## src/rtl/vga_pkg.sv

```systemverilog
// Shared 640x480@60 raster timing constants and RGB888 colours
// for the VGA pixel pipeline.
package vga_pkg;

    localparam int H_SYNC  = 96;
    localparam int H_BACK  = 48;
    localparam int H_VALID = 640;
    localparam int H_FRONT = 16;
    localparam int V_SYNC  = 2;
    localparam int V_BACK  = 33;
    localparam int V_VALID = 480;
    localparam int V_FRONT = 10;

    localparam int H_TOTAL = H_SYNC + H_BACK + H_VALID + H_FRONT;
    localparam int V_TOTAL = V_SYNC + V_BACK + V_VALID + V_FRONT;

    localparam logic [23:0] BLACK = 24'h000000;
    localparam logic [23:0] WHITE = 24'hFFFFFF;

endpackage

```

## src/rtl/vga_timing_gen.sv

```systemverilog
// Raster timing generator: counters, lookahead pixel requests and
// registered DAC outputs (hsync/vsync/de/rgb) mutually aligned.
module vga_timing_gen
    import vga_pkg::BLACK;
#(
    parameter int H_SYNC  = vga_pkg::H_SYNC,
    parameter int H_BACK  = vga_pkg::H_BACK,
    parameter int H_VALID = vga_pkg::H_VALID,
    parameter int H_FRONT = vga_pkg::H_FRONT,
    parameter int V_SYNC  = vga_pkg::V_SYNC,
    parameter int V_BACK  = vga_pkg::V_BACK,
    parameter int V_VALID = vga_pkg::V_VALID,
    parameter int V_FRONT = vga_pkg::V_FRONT,
    parameter int LATENCY = 1
) (
    input  logic        vga_clk,
    input  logic        rst_n,
    input  logic [23:0] pix_data,
    output logic [9:0]  pos_x,
    output logic [9:0]  pos_y,
    output logic        pos_valid,
    output logic        hsync,
    output logic        vsync,
    output logic        de,
    output logic [23:0] rgb,
    output logic        frame_start
);

    localparam int HT = H_SYNC + H_BACK + H_VALID + H_FRONT;
    localparam int VT = V_SYNC + V_BACK + V_VALID + V_FRONT;
    localparam int HA = H_SYNC + H_BACK;
    localparam int VA = V_SYNC + V_BACK;

    localparam logic [9:0] HT_M1 = 10'(HT - 1);
    localparam logic [9:0] VT_M1 = 10'(VT - 1);
    localparam logic [9:0] HS10  = 10'(H_SYNC);
    localparam logic [9:0] VS10  = 10'(V_SYNC);
    localparam logic [9:0] HA10  = 10'(HA);
    localparam logic [9:0] HE10  = 10'(HA + H_VALID);
    localparam logic [9:0] VA10  = 10'(VA);
    localparam logic [9:0] VE10  = 10'(VA + V_VALID);
    localparam logic [9:0] RL10  = 10'(HA - LATENCY);
    localparam logic [9:0] RH10  = 10'(HA + H_VALID - LATENCY);
    localparam logic [9:0] LAT10 = 10'(LATENCY);

    logic [9:0]  cnt_h_q, cnt_h_d;
    logic [9:0]  cnt_v_q, cnt_v_d;
    logic        hsync_q, hsync_d;
    logic        vsync_q, vsync_d;
    logic        de_q, de_d;
    logic [23:0] rgb_q, rgb_d;
    logic        fs_q, fs_d;
    logic        h_last, v_last, h_act, v_act, h_req;

    always_comb begin
        h_last  = (cnt_h_q == HT_M1);
        v_last  = (cnt_v_q == VT_M1);
        cnt_h_d = h_last ? 10'd0 : cnt_h_q + 10'd1;
        cnt_v_d = cnt_v_q;
        if (h_last) begin
            cnt_v_d = v_last ? 10'd0 : cnt_v_q + 10'd1;
        end
        h_act   = (cnt_h_q >= HA10) && (cnt_h_q < HE10);
        v_act   = (cnt_v_q >= VA10) && (cnt_v_q < VE10);
        // Request window leads the active window by the pixel-stage latency
        h_req   = (cnt_h_q >= RL10) && (cnt_h_q < RH10);
        hsync_d = !(cnt_h_q < HS10);
        vsync_d = !(cnt_v_q < VS10);
        de_d    = h_act && v_act;
        rgb_d   = de_d ? pix_data : BLACK;
        fs_d    = h_last && v_last;
    end

    always_ff @(posedge vga_clk or negedge rst_n) begin
        if (!rst_n) begin
            cnt_h_q <= '0;
            cnt_v_q <= '0;
            hsync_q <= 1'b1;
            vsync_q <= 1'b1;
            de_q    <= 1'b0;
            rgb_q   <= BLACK;
            fs_q    <= 1'b0;
        end else begin
            cnt_h_q <= cnt_h_d;
            cnt_v_q <= cnt_v_d;
            hsync_q <= hsync_d;
            vsync_q <= vsync_d;
            de_q    <= de_d;
            rgb_q   <= rgb_d;
            fs_q    <= fs_d;
        end
    end

    assign pos_valid   = h_req && v_act;
    assign pos_x       = pos_valid ? cnt_h_q + LAT10 - HA10 : 10'd0;
    assign pos_y       = pos_valid ? cnt_v_q - VA10 : 10'd0;
    assign hsync       = hsync_q;
    assign vsync       = vsync_q;
    assign de          = de_q;
    assign rgb         = rgb_q;
    assign frame_start = fs_q;

endmodule
```

## config.mk

```make
export PLATFORM = sky130hd
export DESIGN_NAME = vga_timing_gen
export DESIGN_NICKNAME = d
export VERILOG_FILES = /design/src/rtl/vga_pkg.sv /design/src/rtl/vga_timing_gen.sv
export SDC_FILE = /design/constraint.sdc
export NUM_CORES = 1
export LEC_CHECK = 0
export ABC_CLOCK_PERIOD_IN_PS = 2850
export BUFFER_PORTS_ARGS = -buffer_cell sky130_fd_sc_hd__buf_2
export CAP_MARGIN = 20
export CORE_ASPECT_RATIO = 0.8
export CORE_UTILIZATION = 46
export CTS_CLUSTER_DIAMETER = 80
export CTS_CLUSTER_SIZE = 24
export DETAILED_ROUTE_END_ITERATION = 7
export PLACE_DENSITY = 0.79
export SKIP_CTS_REPAIR_TIMING = 1
export SYNTH_ARGS = -nofsm -noshare
export SYNTH_HDL_FRONTEND = slang
export SYNTH_SLANG_ARGS = --single-unit
export TNS_END_PERCENT = 50
```

## constraint.sdc

```tcl
create_clock -name vga_clk -period 2.85 [get_ports vga_clk]
set_input_delay 0.285 -clock vga_clk [delete_from_list [all_inputs] [get_ports vga_clk]]
set_output_delay 0.285 -clock vga_clk [all_outputs]
set_load 0.01 [all_outputs]
```

---- Word-level counts from Yosys, hierarchy flattened ----
Cells that the tools add are included.
storage, ports and cells
  register bits after elaboration ......... 48
  output and inout port bits .............. 49
operators by class
  add/subtract/negate cells ............... 4
  order comparisons ....................... 8
  equal/unequal tests ..................... 2
  muxes and demuxes ....................... 5
  reductions and logical operators ........ 8
operators by type and width
  cell                                                                count
  two-way mux 10 bit                                                  4
  less-than comparator 10 bit, second input constant                  3
  two-way mux 24 bit                                                  1
  adder 10 x 1 -> 10 bit, second input constant                       2
  == test 10 bit, second input constant                               2
  greater-or-equal comparator 10 x 8 -> 1 bit, second input constant  2
  greater-or-equal comparator 10 x 6 -> 1 bit, second input constant  1
  less-than comparator 10 x 2 -> 1 bit, second input constant         1
  less-than comparator 10 x 7 -> 1 bit, second input constant         1
  subtractor 10 x 6 -> 10 bit, second input constant                  1
  subtractor 10 x 8 -> 10 bit, second input constant                  1
  logical AND 1 bit                                                   6
  zero test 1 bit                                                     2

---- Logic depth before layout (Yosys ltp) ----
Gate-level depths: netlist (run 1).
  depth after elaboration ................. 4
  gate-level depth with buffers ........... 10
  depth with buffers taken out ............ 10

---- Least setup slack after synthesis (run 1) ----
No wires, ideal clock.
  path type ............................... reg-to-output
  from .................................... reg cnt_v_q[1]
  to ...................................... out pos_x[9]
  arrival time ............................ 1.952 ns
  data required time ...................... 2.565 ns
  path slack .............................. 0.613 ns
  cell stages (with the launch flop) ...... 9
  path buffers ............................ 1
  cell sequence ........................... dfrtp_1 > ha_1 > o41ai_2 > a21o_1 > o2bb2ai_1 > or2_1 > buf_6 > or2_0 > o31ai_2
on the way
  cells in the longest elaborated chain, start to end .. 4
RTL lines
  element                                                                                     RTL line              source
  from (decl)                                                                                 vga_timing_gen.sv:47  logic [9:0] cnt_v_q, cnt_v_d;
  from (signal assigned)                                                                      vga_timing_gen.sv:85  cnt_v_q <= cnt_v_d;
  greater-or-equal comparator 10 x 6 -> 1 bit or less-than comparator 10 bit (tied branches)  vga_timing_gen.sv:64  v_act = (cnt_v_q >= VA10) && (cnt_v_q < VE10);
  logical AND 1 bit (*)                                                                       vga_timing_gen.sv:64
  logical AND 1 bit (*)                                                                       vga_timing_gen.sv:94  assign pos_valid = h_req && v_act;
  two-way mux 10 bit (*)                                                                      vga_timing_gen.sv:95  assign pos_x = pos_valid ? cnt_h_q + LAT10 - HA10 : 10'd0;
  to (decl)                                                                                   vga_timing_gen.sv:19  output logic [9:0] pos_x,
Every way passes the cells marked *; elsewhere a longest branch is shown, timed or not.

---- Final worst setup path (run 1) ----
  from .................................... reg cnt_v_q[0]
  to ...................................... out pos_x[9]
Same word-level chain as after synthesis.

==> impl_results.md, run 1 <==
- Result of the run: finished, final reports clean
- Root cell of the clock tree: clkbuf_8
- Startpoint class of the critical path: register
- Wirelength per Cell: between 10 and 15 microns
- Core Area: around 5000 sq um
- Leakage power: roughly 1.6 nW
- Global-route met2 utilization: between 20% and 30%
- Wirelength, routed: 4.99 mm
- Area taken by flip-flops and latches: 1200 sq um
- Final-layout setup total negative slack: 0 ps
- Die outline area: approximately 5500 sq um
- Most Crowded Layer GR: met2
- Die height: between 60 and 70 microns
- Largest net degree at the start of global routing: 49
- Clock slew seen by the registers of the worst setup and hold paths: 90 ps
- Chip width: 82.8 microns
- Biggest area contributors in the synthesized netlist: dfrtp_1 (48%), and2_1 (8.1%), xnor2_1 (5.1%)
- Count of unique library cells instantiated by Yosys: 43
- Req. time, crit path: ~2600 ps
- Post-synthesis register bit count: 48
- PortBufs: 74
- Clock tree sinks: 48
- Number of design-rule violations left by the first detailed-router iteration: approximately 130
- Max_slew headroom: between 60% and 70%
- Worst reg-to-reg setup slack: 860 ps
- Max Transition Viols Final: 0
- Final antenna-violating net count: 0
- Unrepaired setup endpoints after global routing: no
- Average instance area after synthesis: roughly 10 sq um
- Worst setup path class: reg2out
- DRC violation count after routing: 0
- Final cycle utilization of the critical path: around 95%
- Longest Clk Path Bufs: 2
- Total nets after synthesis: approximately 270
- Kind of capture point of the worst setup path: output port
- First element of the critical path: cnt_v_q[0]
- Count of inserted antenna diode cells: 0
- Leading cell type in the layout, fill and taps excluded: buf_2
- Average vias per placed instance: between 5 and 6
- Arrival time reported for the critical path endpoint: 2420 ps
- TritonCTS clock tree: done
- Count of endpoints failing hold in the final timing report: 0
- Met3 Resource Use GR: approximately 7.1%
- Setup clock skew after layout: 4.37 ps
- R2R depth: 6
- GRT Resource Usage Total: between 10% and 20%
- Critical register-to-register path startpoint: cnt_h_q[0]
- Initial cell density of the core: 48.0%
- Worst ir drop on vdd: approximately 0.34 mV
- Min-Delay Path Class: in2reg
- First-pass GRT wire length: 7.98 mm
- CTS HTree Levels: 2
- Congestion Overflow GR: 0
- Highest clock frequency the design can meet: 370 MHz
- Total number of yosys warnings: 0
- Power density over cell area: a little over 400 nW/um^2
- Vias in the first global route: 1691
- Met1 Track Usage GR: between 20% and 30%
- Mapped cell area: approximately 2400 sq um
- Sequential area share after synthesis: 50.1%
- Post-synth top area share: 47.9%
- Clock period minus final worst setup slack: approximately 2700 ps
- Worst Setup EP: pos_x[9]
- Share of cells above drive strength 1: a little under a third
- TritonRoute pass-1 iters: 4
- CTS Buf Count: 5
- Leading area contributor after synthesis: dfrtp_1
- Worst Max-Slew Pin Slew: 559 ps
- Max Cap Violations: 0
- Synth-to-layout area growth: 23.6%
- Top library cells by usage in the layout, fill and taps aside: buf_2 (74), dfrtp_1 (45), nor2_1 (32)
- Global placement routability congestion: 0.937
- Antenna violations before repair: 0
- Setup violators final: 0
- Cells after synthesis: between 200 and 250
- Filler cell count: 446
- I/O pins: 75
- Critical R2R Capture: cnt_v_q[7]
- Overall Power: ~1.2 mW
- Multi-input logic area: 1090 sq um
- Number of placement rows: 23
- Worst skew pair latency: around 300 ps
- Critical path peak fanout: 8
- Net count of the finished layout: about 340
- HPWL after detailed placement: 3.49 mm
- Via count: 1890
## logic make-up after synthesis
kind of cell | after synthesis | share of synthesized area, %
DFF | 48 | 50.1
buffers and inverters | 25 | 5.57
and+or+nand+nor | 111 | 24.8
muxes | 1 | 0.469
xor gates and xnor gates | 21 | 7.66
AOI/OAI and AO/OA | 30 | 8.75
adders and majority gates | 5 | 2.60
## report_power, final
part / internal [mW] / leakage, nW / switching [mW] / total, mW
clock: 0.264 / 0.0548 / 0.235 / 0.499
sequential: 0.681 / 0.649 / 0 / 0.681
combinational: 0.0166 / 0.920 / 0.0168 / 0.0334
total: 0.961 / 1.62 / 0.252 / 1.21
## Yosys cell counts
library cell,instances
o32ai_1,2
nor4_1,1
dfrtp_1,46
o31ai_2,1
nor4_4,1
buf_2,7
nor3_2,1
xor2_1,7
nand2b_1,1
or4_1,2
or2_1,1
or2_0,1
nor2b_1,1
o221ai_1,1
nor2_1,32
o2bb2ai_1,2
clkbuf_1,4
nand3_1,6
o211ai_1,1
a32oi_1,1
mux2_2,1
clkbuf_2,1
nor3_1,4
o21ai_0,10
nand2_1,16
or3_1,2
nand4_1,4
or3b_1,1
a21o_1,1
and2_1,31
and3_1,3
a22o_1,3
nand4b_1,1
ha_1,5
and4_1,1
a21oi_1,5
xnor2_1,14
inv_1,9
o41ai_2,1
a31oi_1,2
buf_6,4
nor4_2,1
dfstp_2,2
## routing by layer
layer / routed length (microns) / share of wire, % / vias up
met5: 0 / 0 / -
met4: 36 / 0.72 / 0
met3: 393 / 7.9 / 5
met2: 2210 / 44 / 78
met1: 2340 / 47 / 867
li1: - / - / 940
## layout make-up
type | instances | area share (%)
tap | 62 | 2.61
sequential | 48 | 40.6
clock inverter | 3 | 1.56
clock buffer | 5 | 2.32
multi-input combinational | 168 | 36.8
inverter | 9 | 1.14
timing repair buffer | 81 | 15.0
## metrics by stage
step,hold WS [ps],cell area (sq um),setup slack (ps),instances,utilization [%]
2_1_floorplan,-10.6,2400,613,241,-
3_3_place_gp,491,2790,421,366,55.7
3_5_place_dp,495,2790,279,366,55.7
4_1_cts,174,2900,-80.1,374,58.0
5_1_grt,173,2970,19.1,376,59.3
6_report,182,2970,150,376,59.3
## sequential cells by signal (all words and copies together) (netlist names)
signal       cells
cnt_h_q         10
cnt_v_q         10
de               1
frame_start      1
hsync            1
rgb             24
vsync            1
## how the worst min path moves through the flow
| stage | from | to | slack, ps | cells past startpoint |
|---|---|---|---|---|
| floorplan | rst_n | cnt_h_q[0] | -10 | 0 |
| global placement | pix_data[20] | rgb[20] | 490 | 2 |
| detailed placement | pix_data[10] | rgb[10] | 500 | 2 |
| CTS | pix_data[3] | rgb[3] | 170 | 2 |
| global route | pix_data[23] | rgb[23] | 170 | 2 |
| finish | pix_data[2] | rgb[2] | 180 | 2 |
## critical path, stage by stage, from the launching register on
cell and delay [ps]:
dfrtp_1 520, ha_4 240, o41ai_4 90, a21o_1 210, o2bb2ai_1 130, or2_4 300
or2_0 250, o31ai_2 210, buf_2 170
Power figures use the tool's default switching activity.
==> run 2, diff against run 1 <==
==> constraint.sdc (replaced) <==
create_clock -name vga_clk -period 2.85 [get_ports vga_clk]
set_input_delay 0.1425 -clock vga_clk [delete_from_list [all_inputs] [get_ports vga_clk]]
set_output_delay 0.1425 -clock vga_clk [all_outputs]
set_load 0.01 [all_outputs]
==> impl_results.md, run 2 (same netlist as run 1, synthesis figures left out) <==
- Largest net degree at the start of global routing: 49
- Global placement routability congestion: 0.892
- Max stage delay cell, worst path: dfrtp_1
- Count of endpoints failing hold in the final timing report: 0
- Final-layout setup total negative slack: 0 ps
- Result of the run: finished, final reports clean
- Multi-input logic area: between 1000 and 1500 sq um
- Met2 routed wirelength: approximately 2.2 mm
- Number of design-rule violations left by the first detailed-router iteration: 86
- Min-Delay Path Class: in2reg
- CTS HTree Levels: 2
- Die height: ~67 microns
- Final cycle utilization of the critical path: between 90 and 100%
- Crit path cell chain: ha_1, o41ai_2, a21o_1, o2bb2ai_1, or2_4, or2_0, o31ai_2, buf_2
- Wirelength per Cell: 13.1 microns
- Worst ir drop on vdd: about 0.37 mV
- GRT Resource Usage Total: a little under a fifth
- Arrival time reported for the critical path endpoint: between 2000 and 3000 ps
- Longest Clk Path Bufs: 2
- Max_slew headroom: 61.6%
- Filler cell count: ~450
- Synth-to-layout area growth: 21.1%
- Area taken by flip-flops and latches: 1200 sq um
- Leakage power: 1.60 nW
- Top library cells by usage in the layout, fill and taps aside: buf_2 (74), dfrtp_1 (46), nor2_1 (32)
- Max Cap Violations: 0
- PortBufs: 74
- Worst setup path class: reg2out
- I/O pins: 75
- HPWL after detailed placement: between 3 and 4 mm
- Setup clock skew after layout: between 3 and 4 ps
- Kind of capture point of the worst setup path: output port
- Final antenna-violating net count: 0
- Congestion Overflow GR: 0
- Max Transition Viols Final: 0
- Average vias per placed instance: 5.13
- Root cell of the clock tree: clkbuf_8
- Stages on worst setup path: 8
- Startpoint class of the critical path: register
- Clock slew seen by the registers of the worst setup and hold paths: ~90 ps
- Critical path peak fanout: 8
- Wirelength, routed: roughly 5 mm
- Number of flip-flops in the largest register: 24
- Buffer and inverter count on the worst path: 1
- Via count: about 1900
- Count of inserted antenna diode cells: 0
- Crit path max-delay family: compound AO/OA/AOI/OAI gates
- Largest stage delay on the critical path: between 400 and 500 ps
- Clock period minus final worst setup slack: approximately 2700 ps
- Antenna violations before repair: 0
- TritonRoute pass-1 iters: 4
- Vias in the first global route: roughly 1700
- Req. time, crit path: approximately 2700 ps
- Highest clock frequency the design can meet: between 300 and 400 MHz
- Metal1 wirelength: approximately 2.2 mm
- Clock tree sinks: 48
- Power density over cell area: a little under 400 nW/um^2
- R2R depth: 6
- CTS Buf Count: 5
- First-pass GRT wire length: 7.60 mm
- Core Area: about 5000 sq um
- DR WL met3: 475 microns
- Share of cells above drive strength 1: 30.4%
- Depth of the worst hold-timing path: 2
- Die outline area: roughly 5500 sq um
- Leading cell type in the layout, fill and taps excluded: buf_2
- Setup violators final: 0
- DRC violation count after routing: 0
- Hold slack final: 36.9 ps
- Initial cell density of the core: 48.0%
- Unrepaired setup endpoints after global routing: no
- Top layer used by detailed routing: met4
- Net count of the finished layout: between 300 and 400
- Chip width: about 83 microns
- Worst skew pair latency: ~300 ps
- Number of placement rows: 23
- TritonCTS clock tree: done
- Worst Max-Slew Pin Slew: 576 ps
-- run 2: cell type report --
class	count	area share [%]
Tap cell	62	2.67
Inverter	9	1.16
Sequential cell	48	41.4
Multi-Input combinational cell	168	36.7
Clock buffer	6	2.84
Clock inverter	2	0.516
Timing Repair Buffer	79	14.8
-- run 2: power by group --
| part | total, mW | switching [mW] | internal [mW] |
|---|---|---|---|
| registers | 0.681 | 0 | 0.681 |
| clock network | 0.429 | 0.232 | 0.197 |
| logic | 0.0331 | 0.0166 | 0.0166 |
-- run 2: through the flow --
step | setup WS, ps | std cells | area (sq um) | util (%) | power, mW
after floorplan | 756 | 241 | 2400 | - | 0.694
after global placement | 555 | 364 | 2770 | 55.4 | 0.722
after detailed placement | 458 | 364 | 2770 | 55.4 | 0.723
after CTS | 103 | 372 | 2870 | 57.3 | 1.16
after global routing | 23.2 | 374 | 2910 | 58.1 | 1.19
final | 193 | 374 | 2910 | 58.1 | 1.14
-- run 2: worst reg2reg max path: stages, from the launching register on --
cell and delay [ps]:
dfrtp_1 430, ha_1 280, and4_1 440, nand2_1 260, nor2_1 230, nand4_1 140
xnor2_1 150
-- run 2: per-layer routing --
metal	up-vias	GRT usage [%]
met5	-	0
met4	0	5.82
met2	86	28.3
li1	941	-
met1	888	25.4
met3	4	6.58
-- run 2: path summary, 6_finish.rpt --
check | slack (ps) | end | from
max | 190 | pos_x[9] | cnt_v_q[1]
min | 40 | rgb[6] | pix_data[6]
max reg2reg | 820 | cnt_v_q[7] | cnt_h_q[0]
min reg2reg | 530 | cnt_h_q[0] | cnt_h_q[0]
max in group asynchronous | 1890 | hsync | rst_n
min in group asynchronous | 370 | cnt_v_q[5] | rst_n
